==> src/rtl/ysyx_23060171_lsu_pkg.sv <==
// Shared types and constants for the LSU stage.
//   lsu_state_e   : stage FSM states
//   LD_*          : load-type funct3 codes
//   STRB_*        : unshifted byte/half/word store strobes
//   is_misaligned : alignment check used when LSU_MISALIGN_TRAP_EN is defined
package ysyx_23060171_lsu_pkg;

    typedef enum logic [1:0] {
        S_IDLE,
        S_REQ,
        S_RESP,
        S_DONE
    } lsu_state_e;

    localparam logic [2:0] LD_LB  = 3'b000;
    localparam logic [2:0] LD_LH  = 3'b001;
    localparam logic [2:0] LD_LW  = 3'b010;
    localparam logic [2:0] LD_LBU = 3'b100;
    localparam logic [2:0] LD_LHU = 3'b101;

    localparam logic [3:0] STRB_B = 4'b0001;
    localparam logic [3:0] STRB_H = 4'b0011;
    localparam logic [3:0] STRB_W = 4'b1111;

    // Stores are classified by strobe width, loads by funct3; unknown
    // load codes behave as lw.
    function automatic logic is_misaligned(input logic       we,
                                           input logic [2:0] mem_rd,
                                           input logic [3:0] wmask,
                                           input logic [1:0] off);
        if (we) begin
            if (wmask == STRB_W) return off != 2'b00;
            if (wmask == STRB_H) return off == 2'b11;
            return 1'b0;
        end
        case (mem_rd)
            LD_LB, LD_LBU: return 1'b0;
            LD_LH, LD_LHU: return off == 2'b11;
            default:       return off != 2'b00;
        endcase
    endfunction

endpackage

==> src/rtl/ysyx_23060171_load_ext.sv <==
// Load data lane select and sign/zero extension (combinational).
//   rdata  in  32  raw word from memory
//   off    in  2   address byte offset
//   mem_rd in  3   load funct3 (unknown codes behave as lw)
//   ext    out 32  extended load result
// Halfword lane is chosen by off[1] only, so an odd offset wraps to the
// containing half instead of straddling words.
module ysyx_23060171_load_ext
    import ysyx_23060171_lsu_pkg::*;
(
    input  logic [31:0] rdata,
    input  logic [1:0]  off,
    input  logic [2:0]  mem_rd,
    output logic [31:0] ext
);

    logic [7:0]  byte_sel;
    logic [15:0] half_sel;

    always_comb begin
        case (off)
            2'b00:   byte_sel = rdata[7:0];
            2'b01:   byte_sel = rdata[15:8];
            2'b10:   byte_sel = rdata[23:16];
            default: byte_sel = rdata[31:24];
        endcase
        half_sel = off[1] ? rdata[31:16] : rdata[15:0];
        case (mem_rd)
            LD_LB:   ext = {{24{byte_sel[7]}}, byte_sel};
            LD_LBU:  ext = {24'h0, byte_sel};
            LD_LH:   ext = {{16{half_sel[15]}}, half_sel};
            LD_LHU:  ext = {16'h0, half_sel};
            default: ext = rdata;
        endcase
    end

endmodule

==> src/rtl/ysyx_23060171_lsu_stage.sv <==
// Memory stage between execute and writeback.
// Accepts one op per handshake (in_valid/in_ready), issues a load/store on a
// split request/response bus (mem_req_* / mem_resp_*), extends load data and
// presents it with the registered writeback bundle (out_valid/out_ready).
// Non-memory ops go straight to DONE one cycle after acceptance.
//   in_*       : op from execute (address, store data, mem controls, wb bundle)
//   out_*      : result to writeback (rdata, wb bundle, fault)
//   mem_req_*  : word-aligned request with shifted data and strobes
//   mem_resp_* : response; the stage is always ready for it
// Optional: define LSU_MISALIGN_TRAP_EN to fault misaligned ops without bus
// traffic; otherwise they are issued with lane wrap and out_fault only
// reflects mem_resp_err.
module ysyx_23060171_lsu_stage
    import ysyx_23060171_lsu_pkg::*;
#(
    parameter int unsigned WB_W = 160
) (
    input  logic            clk,
    input  logic            rst,
    input  logic            in_valid,
    output logic            in_ready,
    input  logic [31:0]     in_addr,
    input  logic [31:0]     in_wdata,
    input  logic            in_mem_valid,
    input  logic            in_mem_write,
    input  logic [2:0]      in_mem_rd,
    input  logic [7:0]      in_wmask,
    input  logic [WB_W-1:0] in_wb,
    output logic            out_valid,
    input  logic            out_ready,
    output logic [31:0]     out_rdata,
    output logic [WB_W-1:0] out_wb,
    output logic            out_fault,
    output logic            mem_req_valid,
    input  logic            mem_req_ready,
    output logic            mem_req_we,
    output logic [31:0]     mem_req_addr,
    output logic [31:0]     mem_req_wdata,
    output logic [3:0]      mem_req_wstrb,
    input  logic            mem_resp_valid,
    input  logic [31:0]     mem_resp_rdata,
    input  logic            mem_resp_err
);

    lsu_state_e      state_q, state_d;
    logic [31:0]     addr_q, addr_d;
    logic [31:0]     wdata_q, wdata_d;
    logic [31:0]     rdata_q, rdata_d;
    logic            we_q, we_d;
    logic            fault_q, fault_d;
    logic [2:0]      mem_rd_q, mem_rd_d;
    logic [3:0]      wmask_q, wmask_d;
    logic [WB_W-1:0] wb_q, wb_d;
    logic [31:0]     ext_data;
    logic            misaligned;
    logic            unused_wmask_hi;

    assign unused_wmask_hi = ^in_wmask[7:4];

    ysyx_23060171_load_ext u_load_ext (
        .rdata  (mem_resp_rdata),
        .off    (addr_q[1:0]),
        .mem_rd (mem_rd_q),
        .ext    (ext_data)
    );

`ifdef LSU_MISALIGN_TRAP_EN
    assign misaligned = is_misaligned(in_mem_write, in_mem_rd, in_wmask[3:0], in_addr[1:0]);
`else
    assign misaligned = 1'b0;
`endif

    always_comb begin
        state_d  = state_q;
        addr_d   = addr_q;
        wdata_d  = wdata_q;
        rdata_d  = rdata_q;
        we_d     = we_q;
        fault_d  = fault_q;
        mem_rd_d = mem_rd_q;
        wmask_d  = wmask_q;
        wb_d     = wb_q;
        case (state_q)
            S_IDLE: begin
                if (in_valid) begin
                    addr_d   = in_addr;
                    wdata_d  = in_wdata;
                    we_d     = in_mem_valid & in_mem_write;
                    mem_rd_d = in_mem_rd;
                    wmask_d  = in_wmask[3:0];
                    wb_d     = in_wb;
                    rdata_d  = '0;
                    fault_d  = 1'b0;
                    if (!in_mem_valid) begin
                        state_d = S_DONE;
                    end else if (misaligned) begin
                        state_d = S_DONE;
                        fault_d = 1'b1;
                    end else begin
                        state_d = S_REQ;
                    end
                end
            end
            S_REQ: begin
                if (mem_req_ready) state_d = S_RESP;
            end
            S_RESP: begin
                if (mem_resp_valid) begin
                    rdata_d = we_q ? '0 : ext_data;
                    fault_d = mem_resp_err;
                    state_d = S_DONE;
                end
            end
            S_DONE: begin
                if (out_ready) state_d = S_IDLE;
            end
            default: state_d = S_IDLE;
        endcase
    end

    always_ff @(posedge clk) begin
        if (rst) begin
            state_q  <= S_IDLE;
            addr_q   <= '0;
            wdata_q  <= '0;
            rdata_q  <= '0;
            we_q     <= 1'b0;
            fault_q  <= 1'b0;
            mem_rd_q <= '0;
            wmask_q  <= '0;
            wb_q     <= '0;
        end else begin
            state_q  <= state_d;
            addr_q   <= addr_d;
            wdata_q  <= wdata_d;
            rdata_q  <= rdata_d;
            we_q     <= we_d;
            fault_q  <= fault_d;
            mem_rd_q <= mem_rd_d;
            wmask_q  <= wmask_d;
            wb_q     <= wb_d;
        end
    end

    // All handshake and bus outputs decode directly from flops.
    assign in_ready      = (state_q == S_IDLE);
    assign out_valid     = (state_q == S_DONE);
    assign mem_req_valid = (state_q == S_REQ);
    assign mem_req_we    = we_q;
    assign mem_req_addr  = {addr_q[31:2], 2'b00};
    assign mem_req_wdata = wdata_q << {addr_q[1:0], 3'b000};
    assign mem_req_wstrb = we_q ? (wmask_q << addr_q[1:0]) : 4'b0000;
    assign out_rdata     = rdata_q;
    assign out_wb        = wb_q;
    assign out_fault     = fault_q;

endmodule

==> config.mk <==
export PLATFORM = sky130hd
export DESIGN_NAME = ysyx_23060171_lsu_stage
export DESIGN_NICKNAME = d
export VERILOG_FILES = /design/src/rtl/ysyx_23060171_lsu_pkg.sv /design/src/rtl/ysyx_23060171_load_ext.sv /design/src/rtl/ysyx_23060171_lsu_stage.sv
export SDC_FILE = /design/constraint.sdc
export NUM_CORES = 1
export LEC_CHECK = 0
export CORE_AREA = 5 5 206 208
export DETAILED_ROUTE_END_ITERATION = 6
export DIE_AREA = 0 0 211 213
export PLACE_DENSITY_LB_ADDON = 0.08
export SLEW_MARGIN = 5
export SYNTH_ARGS = -nofsm -noshare
export SYNTH_HDL_FRONTEND = slang
export SYNTH_SLANG_ARGS = --single-unit
==> constraint.sdc <==
create_clock -name clk -period 2.18 [get_ports clk]
set_input_delay 0.436 -clock clk [delete_from_list [all_inputs] [get_ports clk]]
set_output_delay 0.436 -clock clk [all_outputs]
set_load 0.02 [all_outputs]
==> results.md <==
Timing:
- Setup slack on the critical path of the routed design comes to approximately 0.026 ns.
- The slew at the pin closest to its max-slew limit is 0.671 ns.
- After routing, the total negative slack on setup checks comes to 0 ns.
- Of the available clock period, the critical path in the final layout requires 0.988.
- The peak clock frequency supported by timing is 0.464 GHz.
- The number of failing hold endpoints at the final stage is 0.
- Setup repair after global routing could not meet its margin everywhere.
- The worst slew margin relative to its limit is 0.553.
- The setup violation total in the final timing report is 0.
- The clock period could shrink to around 2.2 ns.
- The number of max-slew violations in the final report is 0.
- The post-route clock skew is about 0.011 ns.

Placement:
- The placed cell area is 16500 um^2.
- The final weighted congestion in routability-driven placement is just under 0.8.
- The cell total after placement is 2303.
- The number of buffer cells added on primary ports is 534.
- At the placement stage, the worst setup path has a slack of -0.180 ns.
- Detailed placement finished with a half-perimeter wire length of 33400 um.

Synth:
- The cell count after synthesis came out at 1325.
- By instance count, the leading cell after synthesis is sky130_fd_sc_hd__nand2_1.
- The area share of the largest cell type after synthesis is 0.507.
- The count of warnings emitted by yosys is 0.
- In the post-synthesis netlist, the biggest area contributors are sky130_fd_sc_hd__dfxtp_1 51%, sky130_fd_sc_hd__nand2_1 17%, sky130_fd_sc_hd__a21oi_1 12%.
- The post-synthesis instance area is 10500 um^2.
- The commonest cells after synthesis are 489 x sky130_fd_sc_hd__nand2_1, 267 x sky130_fd_sc_hd__dfxtp_1, 250 x sky130_fd_sc_hd__a21oi_1, 76 x sky130_fd_sc_hd__clkbuf_1, 32 x sky130_fd_sc_hd__buf_4.
- The largest total area in the synthesized netlist belongs to sky130_fd_sc_hd__dfxtp_1.
- The synthesized design contains 0 enable-type register cells.
- The mean cell area of the mapped netlist is between 7 and 8 um^2.
- Among all flip-flop cells after synthesis, the most frequent one is sky130_fd_sc_hd__dfxtp_1.
- The post-synthesis sequential area ratio is 0.507.
- The number of flip-flops and latches in the synthesized netlist is 267.
- The async set-reset flop share out of synthesis is 0.
- The number of unique standard cell types used by synthesis is 42.

Worst hold path:
- The worst min-delay path startpoint is rst.
- The path class of the tightest hold or removal check is input port to flop.
- The worst hold path terminates at mem_rd_q[2]$_SDFFE_PP0P_.
- The worst hold path stage count is 2.

Power:
- The completed layout was analyzed and its total power is 18900 uW.
- Across the VDD grid, the largest voltage drop is 0.496 mV.
- Power spread over the standard cell area amounts to 1060 nW/um^2.
- The standby leakage power is ~0.0066 uW.

Flow run:
- The number of maximum-capacitance violations is 0.

Cells and area:
- Excluding fillers, the count of instances in the completed layout stands at around 2400.
- In the final layout, the share of cells above drive strength 1 is 0.0975.
- Relative to the synthesized area, the layout overhead comes to 68.9%.
- The final instance area is 17800 um^2.
- The final layout net count is 2103.

Floorplan:
- The number of I/O pins is 541.
- The core region is 40400 um^2.
- The die span in x is about 210 um.
- After floorplanning, the core was divided into between 70 and 80 placement rows.
- The effective utilization at floorplan is 0.261.
- The die covers 44900 um^2.
- The floorplan step set the die height to 213 um.

Worst setup path:
- The element type at the critical path start is a flop.
- The reg-to-reg setup timing slack is 0.18 ns.
- The critical path data arrival time is roughly 1.7 ns.
- The number of cells on the worst reg-to-reg path is 7.
- The maximum fanout encountered on the critical timing path is 12.
- The worst flop-to-flop path endpoint is out_rdata[20]$_SDFFE_PP0P_.
- The worst flop-to-flop path startpoint is state_q[0]$_SDFFE_PP0P_.
- The required arrival time at the worst endpoint is 1.74 ns.
- The nature of the critical path endpoint is an output pin.
- The worst setup path is of the flop to output pin kind.

CTS:
- Counting every sink on the clock net gives roughly 270.
- TritonCTS built the clock tree.
- Clock tree synthesis inserted a total of 34 buffers.
- The clock passes through at most 3 buffers.
- The tree is rooted in a sky130_fd_sc_hd__clkbuf_16.
- The clock latency reported for the late side of the worst-skew pair is roughly 0.53 ns.
- The clock-pin slew reported for the worst setup and hold paths after clock tree synthesis is 0.05 ns.
- The total number of H-tree levels is 2.

Drt:
- The overall routed net length is 45200 um.
- The number of DRC violations after detailed-routing iteration 0 is 465.
- For this run, design rule violations remaining after detail routing come to 0.
- The average routed wire per standard cell is approximately 19 um.
- The detail route stage leaves a number of antenna-violating nets equal to 0.
- After detailed routing, the number of vias per cell comes to ~4.5.
- The number of vias in the routed layout is 10722.
- The first TritonRoute pass finished after 4 iterations.

Run status:
- The run finished with clean final reports.

Global routing:
- Summed over all layers, the global routing overflow is 0.
- In the global route stage, overall resource usage came out at 0.188.
- The pin count of the biggest net entering global routing is 134.
- The via count of the first global-routing pass is approximately 11000.
- The initial antenna violation count was 8.
- The first global-routing pass estimated 65600 um of wire.
## sequential cells by signal, indices dropped and copies added (netlist names)
register    flops
wmask_q         4
addr_q         32
mem_req_we      1
state_q         2
out_wb        160
out_rdata      32
wdata_q        32
out_fault       1
mem_rd_q        3
## how the worst max path moves through the flow
stage / start / end / depth (start not counted)
2_1_floorplan: addr_q[1]$_SDFFE_PP0P_ / mem_req_wdata[16] / 5
3_3_place_gp: in_valid / out_rdata[30]$_SDFFE_PP0P_ / 6
3_5_place_dp: in_valid / out_rdata[30]$_SDFFE_PP0P_ / 6
4_1_cts: addr_q[1]$_SDFFE_PP0P_ / mem_req_wdata[20] / 4
5_1_grt: addr_q[1]$_SDFFE_PP0P_ / mem_req_wdata[28] / 5
6_report: addr_q[1]$_SDFFE_PP0P_ / mem_req_wdata[21] / 5
## layout by cell type, fill, tap and decap left out, types with 7 or more instances in the layout
master and count:
sky130_fd_sc_hd__a21oi_1 249, sky130_fd_sc_hd__clkbuf_1 8, sky130_fd_sc_hd__or3_1 8, sky130_fd_sc_hd__nand2_1 488, sky130_fd_sc_hd__nor2_1 14, sky130_fd_sc_hd__a221o_1 16, sky130_fd_sc_hd__a32o_1 8, sky130_fd_sc_hd__dfxtp_1 264
sky130_fd_sc_hd__mux2i_1 14, sky130_fd_sc_hd__a211oi_1 7, sky130_fd_sc_hd__o2bb2ai_1 7, sky130_fd_sc_hd__clkbuf_8 9, sky130_fd_sc_hd__clkdlybuf4s50_1 494, sky130_fd_sc_hd__o21ai_0 14, sky130_fd_sc_hd__buf_4 52, sky130_fd_sc_hd__buf_12 19
sky130_fd_sc_hd__and2_1 10, sky130_fd_sc_hd__nand2b_1 10, sky130_fd_sc_hd__nor2b_1 8, sky130_fd_sc_hd__mux2_2 11, sky130_fd_sc_hd__clkbuf_16 37, sky130_fd_sc_hd__buf_6 7
## per-stage QoR
step	hold slack [ns]	util
floorplan	0.432	-
global placement	0.441	0.408
detailed placement	0.445	0.408
CTS	0.127	0.437
global route	0.146	0.441
finish	0.160	0.441
## final cells by class
cell class / instances / area (um^2)
inverters: 6 / 22.5
well taps: 532 / 666
diodes: 6 / 15.0
clock buffers: 54 / 1080
clock inverters: 6 / 63.8
repair buffers: 594 / 5990
multi-input cells: 920 / 4610
fillers: 4109 / 22600
flip-flops and latches: 267 / 5350
## power by group
group	leakage, uW	switching [uW]	internal [uW]
logic	0.00389	3820	3140
clock network	0.000557	2210	3510
registers	0.00218	482	5710
## critical path, stage by stage (launching register included)
cell and delay [ns]:
sky130_fd_sc_hd__dfxtp_4 0.36, sky130_fd_sc_hd__buf_4 0.15, sky130_fd_sc_hd__buf_8 0.14, sky130_fd_sc_hd__mux2i_2 0.15, sky130_fd_sc_hd__o21ai_0 0.20, sky130_fd_sc_hd__buf_4 0.19
## routing by layer
| layer | part of all wire | global-route usage | vias up |
|---|---|---|---|
| li1 | - | - | 5356 |
| met1 | 0.39 | 0.213 | 4949 |
| met2 | 0.49 | 0.317 | 360 |
| met3 | 0.099 | 0.0813 | 53 |
| met4 | 0.023 | 0.0655 | 4 |
| met5 | 0.00075 | 0.00754 | - |
## kinds of logic (layout without fill, tap and decap cells)
| logic type | count (synthesis) | in the layout | synth area share |
|---|---|---|---|
| adders and majority gates | 4 | 4 | 0.00475 |
| AOI/OAI and AO/OA | 322 | 322 | 0.174 |
| other | 1 | 8 | 0.000356 |
| buffers and inverters | 139 | 660 | 0.0634 |
| and+or+nand+nor | 561 | 561 | 0.218 |
| DFF | 267 | 267 | 0.507 |
| muxes | 31 | 31 | 0.0319 |
## what timing repair did
| action | 4_1_cts | 5_1_grt |
|---|---|---|
| gates resized for setup | 91 | 100 |
| hold buffers | 0 | 0 |
| buffers inserted | 5 | 10 |
| setup endpoints to repair | 55 | 46 |
| pin swaps | 0 | 3 |
| gates cloned | 1 | 0 |
Note: power is estimated with default switching activity, not from simulation.
